===== src/rtl/serial_sub_pkg.sv =====
// serial_sub_pkg: shared definitions for the bit-serial subtractor.
//   state_e : FSM state encoding (IDLE=0, RUN=1, DONE=2; 3 is unused)
//   clog2   : ceiling log2, used to size the bit counter
package serial_sub_pkg;

  typedef enum logic [1:0] {
    IDLE = 2'd0,
    RUN  = 2'd1,
    DONE = 2'd2
  } state_e;

  function automatic int unsigned clog2(input int unsigned v);
    int unsigned r;
    r = 0;
    while ((32'd1 << r) < v) r++;
    return r;
  endfunction

endpackage


===== src/rtl/full_sub.sv =====
// full_sub: one-bit full subtractor cell, purely combinational.
//   a, b   : minuend / subtrahend bits
//   bin    : borrow in
//   diff   : a - b - bin (bit)
//   borrow : borrow out
module full_sub (
  input  logic a,
  input  logic b,
  input  logic bin,
  output logic diff,
  output logic borrow
);

  assign diff   = a ^ b ^ bin;
  assign borrow = (~a & b) | (~(a ^ b) & bin);

endmodule


===== src/rtl/serial_sub.sv =====
// serial_sub: bit-serial subtractor, one bit per clock, LSB first.
//   clk, rst     : clock, asynchronous active-high reset
//   start        : begin an operation (sampled only in IDLE)
//   a, b, bin    : operands, latched on the accepting edge
//   busy         : high while bits are being processed (RUN)
//   done         : one-cycle pulse when diff/bout become valid
//   diff, bout   : a - b - bin mod 2^WIDTH, final borrow
module serial_sub
  import serial_sub_pkg::*;
#(
  parameter int unsigned WIDTH = 8
) (
  input  logic             clk,
  input  logic             rst,
  input  logic             start,
  input  logic [WIDTH-1:0] a,
  input  logic [WIDTH-1:0] b,
  input  logic             bin,
  output logic             busy,
  output logic             done,
  output logic [WIDTH-1:0] diff,
  output logic             bout
);

  localparam int unsigned CW = clog2(WIDTH);

  state_e           state_q, state_d;
  logic [WIDTH-1:0] a_sh_q, a_sh_d;
  logic [WIDTH-1:0] b_sh_q, b_sh_d;
  logic [WIDTH-1:0] diff_q, diff_d;
  logic [CW-1:0]    cnt_q, cnt_d;
  logic             brw_q, brw_d;
  logic             busy_q, busy_d;
  logic             done_q, done_d;
  logic             bout_q, bout_d;

  logic             bit_d;
  logic             bit_nb;

  full_sub u_bit (
    .a      (a_sh_q[0]),
    .b      (b_sh_q[0]),
    .bin    (brw_q),
    .diff   (bit_d),
    .borrow (bit_nb)
  );

  always_comb begin
    state_d = state_q;
    a_sh_d  = a_sh_q;
    b_sh_d  = b_sh_q;
    diff_d  = diff_q;
    cnt_d   = cnt_q;
    brw_d   = brw_q;
    busy_d  = busy_q;
    done_d  = 1'b0;
    bout_d  = bout_q;
    case (state_q)
      IDLE: begin
        if (start) begin
          a_sh_d  = a;
          b_sh_d  = b;
          brw_d   = bin;
          cnt_d   = '0;
          busy_d  = 1'b1;
          state_d = RUN;
        end
      end
      RUN: begin
        diff_d = {bit_d, diff_q[WIDTH-1:1]};
        a_sh_d = a_sh_q >> 1;
        b_sh_d = b_sh_q >> 1;
        brw_d  = bit_nb;
        cnt_d  = cnt_q + CW'(1);
        if (cnt_q == CW'(WIDTH - 1)) begin
          bout_d  = bit_nb;
          busy_d  = 1'b0;
          done_d  = 1'b1;
          state_d = DONE;
        end
      end
      DONE: begin
        state_d = IDLE;
      end
      default: begin
        busy_d  = 1'b0;
        state_d = IDLE;
      end
    endcase
  end

  always_ff @(posedge clk or posedge rst) begin
    if (rst) begin
      state_q <= IDLE;
      a_sh_q  <= '0;
      b_sh_q  <= '0;
      diff_q  <= '0;
      cnt_q   <= '0;
      brw_q   <= 1'b0;
      busy_q  <= 1'b0;
      done_q  <= 1'b0;
      bout_q  <= 1'b0;
    end else begin
      state_q <= state_d;
      a_sh_q  <= a_sh_d;
      b_sh_q  <= b_sh_d;
      diff_q  <= diff_d;
      cnt_q   <= cnt_d;
      brw_q   <= brw_d;
      busy_q  <= busy_d;
      done_q  <= done_d;
      bout_q  <= bout_d;
    end
  end

  assign busy = busy_q;
  assign done = done_q;
  assign diff = diff_q;
  assign bout = bout_q;

endmodule

===== config.mk =====
export PLATFORM = sky130hd
export DESIGN_NAME = serial_sub
export DESIGN_NICKNAME = d
export VERILOG_FILES = /design/src/rtl/serial_sub_pkg.sv /design/src/rtl/full_sub.sv /design/src/rtl/serial_sub.sv
export SDC_FILE = /design/constraint.sdc
export NUM_CORES = 1
export LEC_CHECK = 0
export CELL_PAD_IN_SITES_DETAIL_PLACEMENT = 1
export CELL_PAD_IN_SITES_GLOBAL_PLACEMENT = 1
export CORE_ASPECT_RATIO = 0.7
export CORE_MARGIN = 10
export CORE_UTILIZATION = 25
export CTS_CLUSTER_DIAMETER = 30
export DETAILED_ROUTE_END_ITERATION = 10
export PLACE_DENSITY = 0.64
export SYNTH_ARGS = -nofsm -noshare
export SYNTH_HDL_FRONTEND = slang
export SYNTH_SLANG_ARGS = --single-unit

===== constraint.sdc =====
create_clock -name clk -period 3.1 [get_ports clk]
set_clock_uncertainty 0.05 [all_clocks]
set_input_delay 0.775 -clock clk [delete_from_list [all_inputs] [get_ports clk]]
set_output_delay 0.775 -clock clk [all_outputs]
set_load 0.03 [all_outputs]

# --- Word level (Yosys, flattened, before mapping) ---
# Cells that the tools add are included.
classes:
  addsub: 1
  eq_ne: 5
  n_mux: 16
  bitwise: 8
  reduce_logical: 6
op_table:
  columns: ["cell", "count"]
  rows:
  - ["$pmux W8 S2", 2]
  - ["$mux W8", 2]
  - ["$pmux W3 S2", 1]
  - ["$reduce_and A2 Y1", 3]
  - ["$mux W1", 5]
  - ["$mux W2", 2]
  - ["$ne A2 B2 Y1 const B", 2]
  - ["$pmux W2 S2", 1]
  - ["$add A3 B1 Y3 const B", 1]
  - ["$eq A3 B3 Y1 const B", 1]
  - ["$mux W3", 1]
  - ["$not A1 Y1", 3]
  - ["$pmux W1 S3", 1]
  - ["$reduce_and A3 Y1", 1]
  - ["$and A1 B1 Y1", 2]
  - ["$eq A2 B1 Y1 const B", 1]
  - ["$eq A2 B2 Y1 const B", 1]
  - ["$logic_not A2 Y1", 1]
  - ["$pmux W1 S2", 1]
  - ["$reduce_bool A2 Y1", 1]
  - ["$xor A1 B1 Y1", 2]
  - ["$or A1 B1 Y1", 1]
totals:
  ff_bits: 33
  in_bits: 20
  out_inout_bits: 11
  word_cells: 45

# --- Logic depth before layout (Yosys ltp) ---
depth:
  depth_word: 5
  ltp_mapped: 5
  ltp_nobuf: 5

# --- Cells and area by module ---
# A second synthesis with hierarchy kept.
unflattened:
  cells_unflattened: 154
  area_unflattened_um2: 1536.5
modules_own_cells:
  columns: ["mod", "n_inst", "cells_each", "area_each_um2", "seq_area_each_um2"]
  rows:
  - ["serial_sub", 1, 150, 1505.2, 825.8]
  - ["full_sub", 1, 4, 31.3, 0.0]

# --- Worst setup path after synthesis ---
# OpenSTA, ideal clock, no wires.
synth_path:
  path_type: "input port to flip-flop"
  start: "in start"
  end: "reg b_sh_q[1]"
  setup_time_ns: 0.123
  arrival_ns: 1.492
  t_required_ns: 2.927
  slack_ns: 1.436
  path_stages: 5
  path_buffers: 2
  cell_sequence: "buf_2 > nor2_2 > nor2_2 > buf_4 > o221a_2"
synth_via:
  elab_chain_cells: 2
synth_lines:
  columns: ["item", "line", "source"]
  rows:
  - ["from (decl)", "serial_sub.sv:15", "input logic start,"]
  - ["$ne A2 B2 Y1 (no line)", null, null]
  - ["$reduce_and A2 Y1 (no line)", null, null]
  - ["to (signal assigned)", "serial_sub.sv:106", "b_sh_q <= b_sh_d;"]
  - ["to (decl)", "serial_sub.sv:29", "logic [WIDTH-1:0] b_sh_q, b_sh_d;"]
# Every way passes these cells.
# A chain may end at the register's enable or synchronous reset.

# --- Final worst setup path ---
layout_path:
  start: "reg diff_q[1] (netlist: diff[1])"
  end: "out diff[1]"
layout_lines:
  columns: ["item", "line", "source"]
  rows:
  - ["from (decl)", "serial_sub.sv:30", "logic [WIDTH-1:0] diff_q, diff_d;"]
  - ["from (signal assigned)", "serial_sub.sv:107", "diff_q <= diff_d;"]
  - ["to (decl)", "serial_sub.sv:21", "output logic [WIDTH-1:0] diff,"]
# No word-level cell between the ends.

==> flow_summary.json <==
{
  "outcome": "finished, final reports clean",
  "clkSlewWorstSetupHoldPaths_ns": 0.07,
  "cts_max_path_buffers": 2,
  "critPathMaxFanout": 3,
  "relSlewSlack_pct": 48.77,
  "nets": 187,
  "most-common-layout-cells": "dfrtp_1, clkdlybuf4s50_1, nand2_1, nand3b_1, o221a_2",
  "num_vias": 1082,
  "die_x_microns": 112.1,
  "cp_top_family": "buffers and inverters",
  "final_max_slew_viol_count": 0,
  "start_util_pct": 25.80,
  "clk_latency_ns": 0.28,
  "ir_drop_mv": 0.2651,
  "ys_types": 29,
  "period_share_pct": 70.45,
  "die_h_microns": 84.49,
  "synth-xor-area-share_pct": 0,
  "arrival_ns": 1.36,
  "min_path_type": "flop to flop",
  "area.sequential_sq_um": 825.8,
  "synth_seq_area_share_pct": 55.60,
  "grt_pass1_vias": 1181,
  "path_cells": "clkdlybuf4s50_1",
  "cp.depth": 1,
  "cp.required_ns": 2.27,
  "critPathKind": "flop to output port",
  "ff2ff_path_depth": 2,
  "antenna_found_initial": 0,
  "routedWlPerCell_microns": 15.08,
  "final_common_cell": "dfrtp_1",
  "areaGrowthSynthToFinish_pct": 29.82,
  "grt_use_total_pct": 7.811,
  "cts_setup_buffers": 0,
  "critical_path.max_stage_delay_ns": 0.69,
  "dpl.hpwl_microns": 2627,
  "viasPerCell": 4.508,
  "grt_overflow": 0,
  "ys.warnings.count": 0,
  "syn-mean-instance-area_sq_um": 11.08,
  "core-area_sq_um": 5756,
  "finalHoldViolations": 0,
  "rows": 23,
  "fill_cells": 653,
  "drt-total-wl_microns": 3620,
  "port_buffers": 30,
  "die_area_sq_um": 9473,
  "synth.area.mux_share_pct": 0.6740,
  "max_freq_ghz": 0.4579,
  "yosys.area_share.simple_pct": 18.53,
  "tightestPinTransition_ns": 0.7684,
  "setup_viol": 0,
  "leakagePower_nw": 0.8392,
  "tns_ns": 0,
  "cts-resized-gates": 0,
  "antenna_cells": 0,
  "multi_input_area_sq_um": 580.6,
  "first_iter_violations": 62,
  "critPathCaptureType": "output port",
  "grt_max_degree": 34,
  "syn_area_sq_um": 1485,
  "synth-seq-cells": 33,
  "synth_nets": 157,
  "cts_tree": "built",
  "firstDrtPassIters": 4,
  "synth_compound_area_share_pct": 16.85,
  "cap_violations": 0,
  "cts_root_buf": "clkbuf_8",
  "synth_fa_ha_area_share_pct": 3.033,
  "ant_nets": 0,
  "fin_crit_ns": 2.184,
  "critPathLaunchType": "flop",
  "utilization_pct": 33.50,
  "io_pins": 31,
  "drive_above_1_share_pct": 13.94,
  "drcViolationCount": 0,
  "holdBufCountCts": 0,
  "place_congestion": 0.7027,
  "cts_buffers": 5,
  "synthCells": 134,
  "p_per_area_nw_per_um2": 974.7,
  "synth_top_family_by_area": "simple AND/OR/NAND/NOR gates",
  "whs_path_depth": 1,
  "cts.sinks": 33,
  "grt_pass1_wl_microns": 6106,
  "htreeDepth": 2,
  "path_buf_inv": 1,
  "rsz0062_at_grt": "false",
  "crit_slowest_cell": "clkdlybuf4s50_1"
}
-- cell families (layout without fill, tap and decap cells) --
kind of cell	Yosys count	count (layout)
AO/OA/AOI/OAI	28	28
adder cells (fa/ha/maj)	3	3
buffers and inverters	17	48
flip-flops	33	33
multiplexers	1	1
AND/OR/NAND/NOR	52	52
-- cell usage after synthesis, drive strengths merged --
master  count  share of area [%]
fa          1                1.3
nand2b      4                1.7
nor2        6                2.4
dfrtp      33                 56
and2b       1               0.67
a222oi      1               0.67
a32o        1               0.67
a21o        1               0.51
nor2b       2               0.84
ha          2                1.7
o21ai       3                1.0
o21a        3                1.5
buf         7                2.8
o221a      11                8.3
o21bai      1               0.51
inv         8                2.0
clkbuf      2               0.51
and2        2               0.84
nand3b     11                5.6
a21oi       2               0.67
nand2      26                6.6
a32oi       3                1.8
a22o        2                1.2
mux2i       1               0.67
-- sequential cells by signal, summed over array words and instances (netlist names) --
register  count
done          1
diff          8
busy          1
b_sh_q        8
a_sh_q        8
state_q       2
bout          1
cnt_q         3
brw_q         1
-- per-stage QoR --
| step | setup WS (ns) | power, mW | hold WS, ns | instances | area [sq um] |
|---|---|---|---|---|---|
| floorplan | 1.436 | 1.324 | 0.4145 | 134 | 1485 |
| global placement | 0.8856 | 1.539 | 0.4176 | 232 | 1846 |
| detailed placement | 0.8323 | 1.584 | 0.4335 | 232 | 1846 |
| CTS | 0.8924 | 1.910 | 0.4491 | 240 | 1928 |
| global route | 0.8472 | 2.034 | 0.4608 | 240 | 1928 |
| finish | 0.9162 | 1.879 | 0.4443 | 240 | 1928 |
-- layer usage --
metal | part of all wire [%] | global-route usage (%)
met1 | 48 | 9.984
met2 | 44 | 11.18
met3 | 7.5 | 3.696
met4 | 1.2 | 2.759
met5 | 0 | 0
-- final timing paths --
| kind | start | to | slack (ns) |
|---|---|---|---|
| max | diff[1] | diff[1] | 0.92 |
| min | a_sh_q[5] | a_sh_q[5] | 0.44 |
| max reg2reg | state_q[0] | b_sh_q[4] | 1.37 |
| min reg2reg | a_sh_q[5] | a_sh_q[5] | 0.44 |
| max in group asynchronous | rst | cnt_q[1] | 1.86 |
| min in group asynchronous | rst | diff[0] | 0.84 |
-- power by group --
| part | switching, mW | internal [mW] | leakage (nW) |
|---|---|---|---|
| Combinational | 0.426 | 0.370 | 0.398 |
| Sequential | 0.145 | 0.624 | 0.396 |
| Clock | 0.159 | 0.156 | 0.0450 |
| Total | 0.730 | 1.15 | 0.839 |
-- final cells by class --
| type | count | area share [%] |
|---|---|---|
| Sequential cell | 33 | 42.83 |
| Multi-Input combinational cell | 84 | 30.11 |
| Timing Repair Buffer | 32 | 16.35 |
| Tap cell | 75 | 4.867 |
| Clock buffer | 6 | 3.764 |
| Inverter | 8 | 1.557 |
| Clock inverter | 2 | 0.5191 |
No activity file was read; power rests on OpenSTA's default activity.
==> variant 1 (same settings) <==
Encoding of `state_e`: now one-hot (3 bits for 3 states).
--- a/src/rtl/serial_sub_pkg.sv
+++ b/src/rtl/serial_sub_pkg.sv
@@ -3,10 +3,10 @@
 //   clog2   : ceiling log2, used to size the bit counter
 package serial_sub_pkg;
 
-  typedef enum logic [1:0] {
-    IDLE = 2'd0,
-    RUN  = 2'd1,
-    DONE = 2'd2
+  typedef enum logic [2:0] {
+    IDLE = 3'b001,
+    RUN  = 3'b010,
+    DONE = 3'b100
   } state_e;
 
   function automatic int unsigned clog2(input int unsigned v);
Function: same outputs for any inputs over 10 cycles, from zero or initial values and one cycle with rst high; not proved beyond that.
==> variant 1 against the original RTL <==
  * Hold slack improved by 0.0062 ns
  * Sequential cell count increased by 1
  * Worst setup slack got worse by 0.0012 ns
  * Final area increased by 2.1%
  * Final cell count increased by 2.5%
  * Total power decreased by 4.8%
  * Wire length decreased by 2.2%
  * Critical path depth unchanged
  * Via count increased by 0.18%
  * Non-clock buffer count unchanged
  * Count of clock-buffer cells in the layout increased by 1
  * First-iteration DRC count decreased by 21%
  * Synthesized area increased by 2.7%
  * Critical path type unchanged
  * Largest power group is now sequential cells
==> variant 1: results (changes against the original RTL) <==
stage	metric	value	unit	change
run_status	outcome	finished, final reports clean		
logic_synthesis	synthArstFlopShare	1.00		unchanged
worst_setup_path	crit_family	buffers and inverters		
worst_setup_path	cp_slowest_cell	clkdlybuf4s50_1		
power	p_leak	0.929	nW	+11%
logic_synthesis	ys.warnings.count	0		unchanged
cts	cts_root_buf	clkbuf_8		
place	port_buffers	30		unchanged
finish	drive_gt1_frac	0.129		-0.0107
cts	cts_resized	0		unchanged
logic_synthesis	ys.flop_type	dfrtp_1		
finish	fillers	668		+2.3%
power	vdd_drop_max	0.277	mV	+4.4%
sta	worstMarginPinSlew	1.07	ns	+0.305 ns
global_routing	grt_pass1_vias	1208		+2.3%
drt	first_pass_iters	4		unchanged
drt	drtIter0Drc	49		-21%
logic_synthesis	ys_seq_area_frac	0.559		+0.00263
cts	htreeDepth	2		unchanged
logic_synthesis	ys_top_cells_by_count	dfrtp_1, nand2_1, inv_1		
cts	clock_path_buffers	2		unchanged
worst_setup_path	arrival	1.36	ns	about the same
cts	clkTransAtPathRegs	0.07	ns	about the same
logic_synthesis	ys_types	26		-10%
cts	cts_buffers	5		unchanged
drt	drt_drc_violations_left	0		unchanged
min_path	worstHoldPathType	flip-flop to flip-flop		
global_routing	grt_max_degree	35		+2.9%
finish	antenna_cells	0		unchanged
global_routing	grt_pass1_wl	6010	um	-1.6%
place	hpwl	2540	um	-3.2%
place	gp_congestion	0.669		-4.7%
logic_synthesis	synth_nets	162		+3.2%
logic_synthesis	synth.area.top_cells	dfrtp_1, o22ai_2, nand2_1, a21oi_1, inv_1		
global_routing	grt.total_usage	0.0775		-0.000626
drt	wl_per_cell	14.4	um	-4.5%
finish	nNetsFinal	193		+3.2%
drt	vias	1084		+0.18%
global_routing	antenna_found_initial	0		unchanged
worst_setup_path	setup.worst_path.end_class	output port		
worst_setup_path	cp_slowest_stage_delay	0.69	ns	about the same
cts	cts_setup_buffers	0		unchanged
power	internal_power	1.11	mW	-3.6%
-- variant 1: cell types whose count changed after synthesis, moves of 3 or more --
| cell | unedited run | this run |
|---|---|---|
| a21oi_1 | 2 | 14 |
| inv_1 | 8 | 18 |
| nand3b_1 | 11 | 1 |
| o221a_2 | 10 | 0 |
| o22ai_2 | 0 | 10 |
| mux2i_1 | 1 | 5 |
| o22ai_1 | 0 | 4 |
| a32oi_1 | 3 | 0 |
| o21a_1 | 3 | 0 |
| o21ai_0 | 3 | 0 |
-- variant 1: routing by layer --
metal / global-route usage / part of all wire / vias up
met1: 0.0918 / 0.47 / 522
met2: 0.112 / 0.42 / 33
met5: 0 / 0 / -
met4: 0.0345 / 0.016 / 0
met3: 0.0436 / 0.093 / 8
li1: - / - / 521
-- variant 1: through the flow --
stage / setup slack (ns) / instances / cell area (um2) / hold slack [ns]
after detailed placement: 0.789 / 238 / 1880 / 0.441
after floorplan: 1.53 / 139 / 1530 / 0.420
after global placement: 0.827 / 238 / 1880 / 0.408
final: 0.915 / 246 / 1970 / 0.450
after CTS: 0.892 / 246 / 1970 / 0.462
after global routing: 0.858 / 246 / 1970 / 0.484
-- variant 1: power by group through the flow --
stage / sequential (mW) / clock (mW) / combinational (mW)
after floorplan: 0.830 / 0 / 0.423
after global placement: 0.751 / 0 / 0.674
after detailed placement: 0.769 / 0 / 0.708
after CTS: 0.762 / 0.356 / 0.709
after global routing: 0.787 / 0.382 / 0.770
final: 0.760 / 0.339 / 0.689
-- variant 1: kinds of logic (layout without fill, tap and decap cells) --
| group | Yosys count | in the layout | synth area share |
|---|---|---|---|
| flip-flops | 34 | 34 | 0.559 |
| buffers and inverters | 26 | 58 | 0.0820 |
| multiplexers | 6 | 6 | 0.0402 |
| AO/OA/AOI/OAI | 34 | 34 | 0.176 |
| AND/OR/NAND/NOR | 36 | 36 | 0.113 |
| adder cells (fa/ha/maj) | 3 | 3 | 0.0295 |
-- variant 1: cell type report --
cell class                 instances  area share
clock buffer                       7      0.0439
timing repair buffer              32       0.160
multi-input combinational         79       0.278
clock inverter                     1     0.00254
sequential                        34       0.433
inverter                          18      0.0343
tap                               75      0.0477
-- variant 1: path summary, 6_finish.rpt --
check	from	endpoint	slack, ns	depth (start not counted)
max in group asynchronous	rst	state_q[0]	1.82	3
hold reg to reg	diff[0]	diff[0]	0.45	2
min in group asynchronous	rst	diff[1]	0.84	3
setup reg to reg	state_q[0]	a_sh_q[5]	1.20	3
hold / removal	diff[0]	diff[0]	0.45	2
setup / recovery	diff[7]	diff[7]	0.91	1
==> variant 2 (same settings) <==
Without the edit above. Make the reset (`rst`) synchronous in one clocked block. Comments in the files are not updated.
--- a/src/rtl/serial_sub.sv
+++ b/src/rtl/serial_sub.sv
@@ -89,7 +89,7 @@
     endcase
   end
 
-  always_ff @(posedge clk or posedge rst) begin
+  always_ff @(posedge clk) begin
     if (rst) begin
       state_q <= IDLE;
       a_sh_q  <= '0;
Function: differs if rst is asserted again (counterexample within 4 cycles, from zero or initial values and one cycle with rst high); with rst held inactive, the same outputs for 10 cycles.
==> variant 2 against the original RTL <==
  * Wire length down 1.2%
  * Worst setup slack better by 0.0075 ns
  * Final area down 3.5%
  * Synthesized area down 4.8%
  * Sequential cell count unchanged
  * Sequential share of layout area down 7.3 points
  * Critical path type unchanged
  * Largest cell class is now multi-input gates
Power is not compared: it rests on default switching activity, and its combinational part moved more than twofold at a synthesized area within 25%.
==> variant 2: results (changes against the original RTL) <==
stage	metric	value	unit	change
run_status	outcome	finished, final reports clean		
worst_setup_path	cp-endpoint	diff[7]		
worst_setup_path	r2r_start	state_q[0]		
global_routing	grt_pass1_wl	6020	um	-1.5%
worst_setup_path	startpoint	diff[7]		
global_routing	use_met3	0.0285		-0.00841
worst_setup_path	worst-r2r-cell-count	3		+1
worst_setup_path	rr_endpoint	brw_q		
drt	first_pass_iters	3		-1
logic_synthesis	synth.area.top_cells	dfxtp_1, mux2i_1, a211oi_2, nor2_1, nand2_1		
global_routing	grt_pass1_vias	1248		+5.7%
place	gp_congestion	0.694		-1.3%
logic_synthesis	ys_seq_area_frac	0.467		-0.0888
place	dpl.cell_count	237		+2.2%
drt	drt-total-wl	3580	um	-1.2%
finish	nNetsFinal	195		+4.3%
drt	viasPerCell	4.55		+0.95%
logic_synthesis	synthCells	144		+7.5%
logic_synthesis	ys_types	24		-17%
drt	drtIter0Drc	26		-58%
finish	fin_cells	245		+2.1%
sta	timing.final.crit_share	0.702		-0.00241
global_routing	gr-usage-met1	0.0894		-0.0105
logic_synthesis	ys_top_cells_by_count	dfxtp_1, nor2_1, nand2_1		
global_routing	grt_util_met2	0.139		+0.0270
logic_synthesis	synth_nets	167		+6.4%
-- variant 2: changes by cell type in the layout (fill, tap and decap cells not counted), moves of 8 or more --
cell	unedited run	this run
dfrtp_1	33	0
dfxtp_1	0	33
nor2_1	3	20
mux2i_1	1	16
nand3b_1	11	0
a211oi_2	0	10
o221a_2	10	0
a21oi_1	2	11
nand2_1	26	18
-- variant 2: cell families (layout without fill, tap and decap cells) --
family | count (synthesis) | in the layout | synth area share
AO/OA/AOI/OAI | 34 | 34 | 0.200
adder cells (fa/ha/maj) | 3 | 3 | 0.0319
AND/OR/NAND/NOR | 44 | 44 | 0.127
flip-flops | 33 | 33 | 0.467
buffers and inverters | 14 | 43 | 0.0611
multiplexers | 16 | 16 | 0.113
-- variant 2: how the worst min path moves through the flow --
stage | startpoint | slack, ns | to | cells past startpoint
after CTS | brw_q | 0.42 | brw_q | 2
after global placement | diff[0] | 0.39 | diff[0] | 2
after floorplan | brw_q | 0.38 | brw_q | 2
after global routing | brw_q | 0.44 | brw_q | 2
after detailed placement | brw_q | 0.41 | brw_q | 2
final | brw_q | 0.41 | brw_q | 2
-- variant 2: final cells by class --
class                   instances  area, um2
well taps                      72       90.1
inverters                       3       11.3
clock inverters                 1       30.0
multi-input cells              97        667
repair buffers                 32        315
clock buffers                   7       86.3
fillers                       613       3510
flip-flops and latches         33        661
-- variant 2: stage by stage --
step,utilization,cell area [um2]
floorplan,-,1410
global route,0.347,1860
finish,0.347,1860
detailed placement,0.325,1740
global placement,0.325,1740
CTS,0.347,1860
-- variant 2: per-layer routing --
layer	share of wire	wire length, um	vias up
li1	-	-	555
met1	0.42	1520	538
met2	0.50	1800	17
met3	0.051	184	5
met4	0.020	71	0
met5	0	0	-
-- variant 2: power by group through the flow --
stage | Sequential, mW | Clock, mW | Combinational (mW)
detailed placement | 0.474 | 0 | 0.132
global placement | 0.472 | 0 | 0.126
CTS | 0.464 | 0.430 | 0.133
global route | 0.467 | 0.452 | 0.144
floorplan | 0.474 | 0 | 0.0880
finish | 0.464 | 0.420 | 0.130
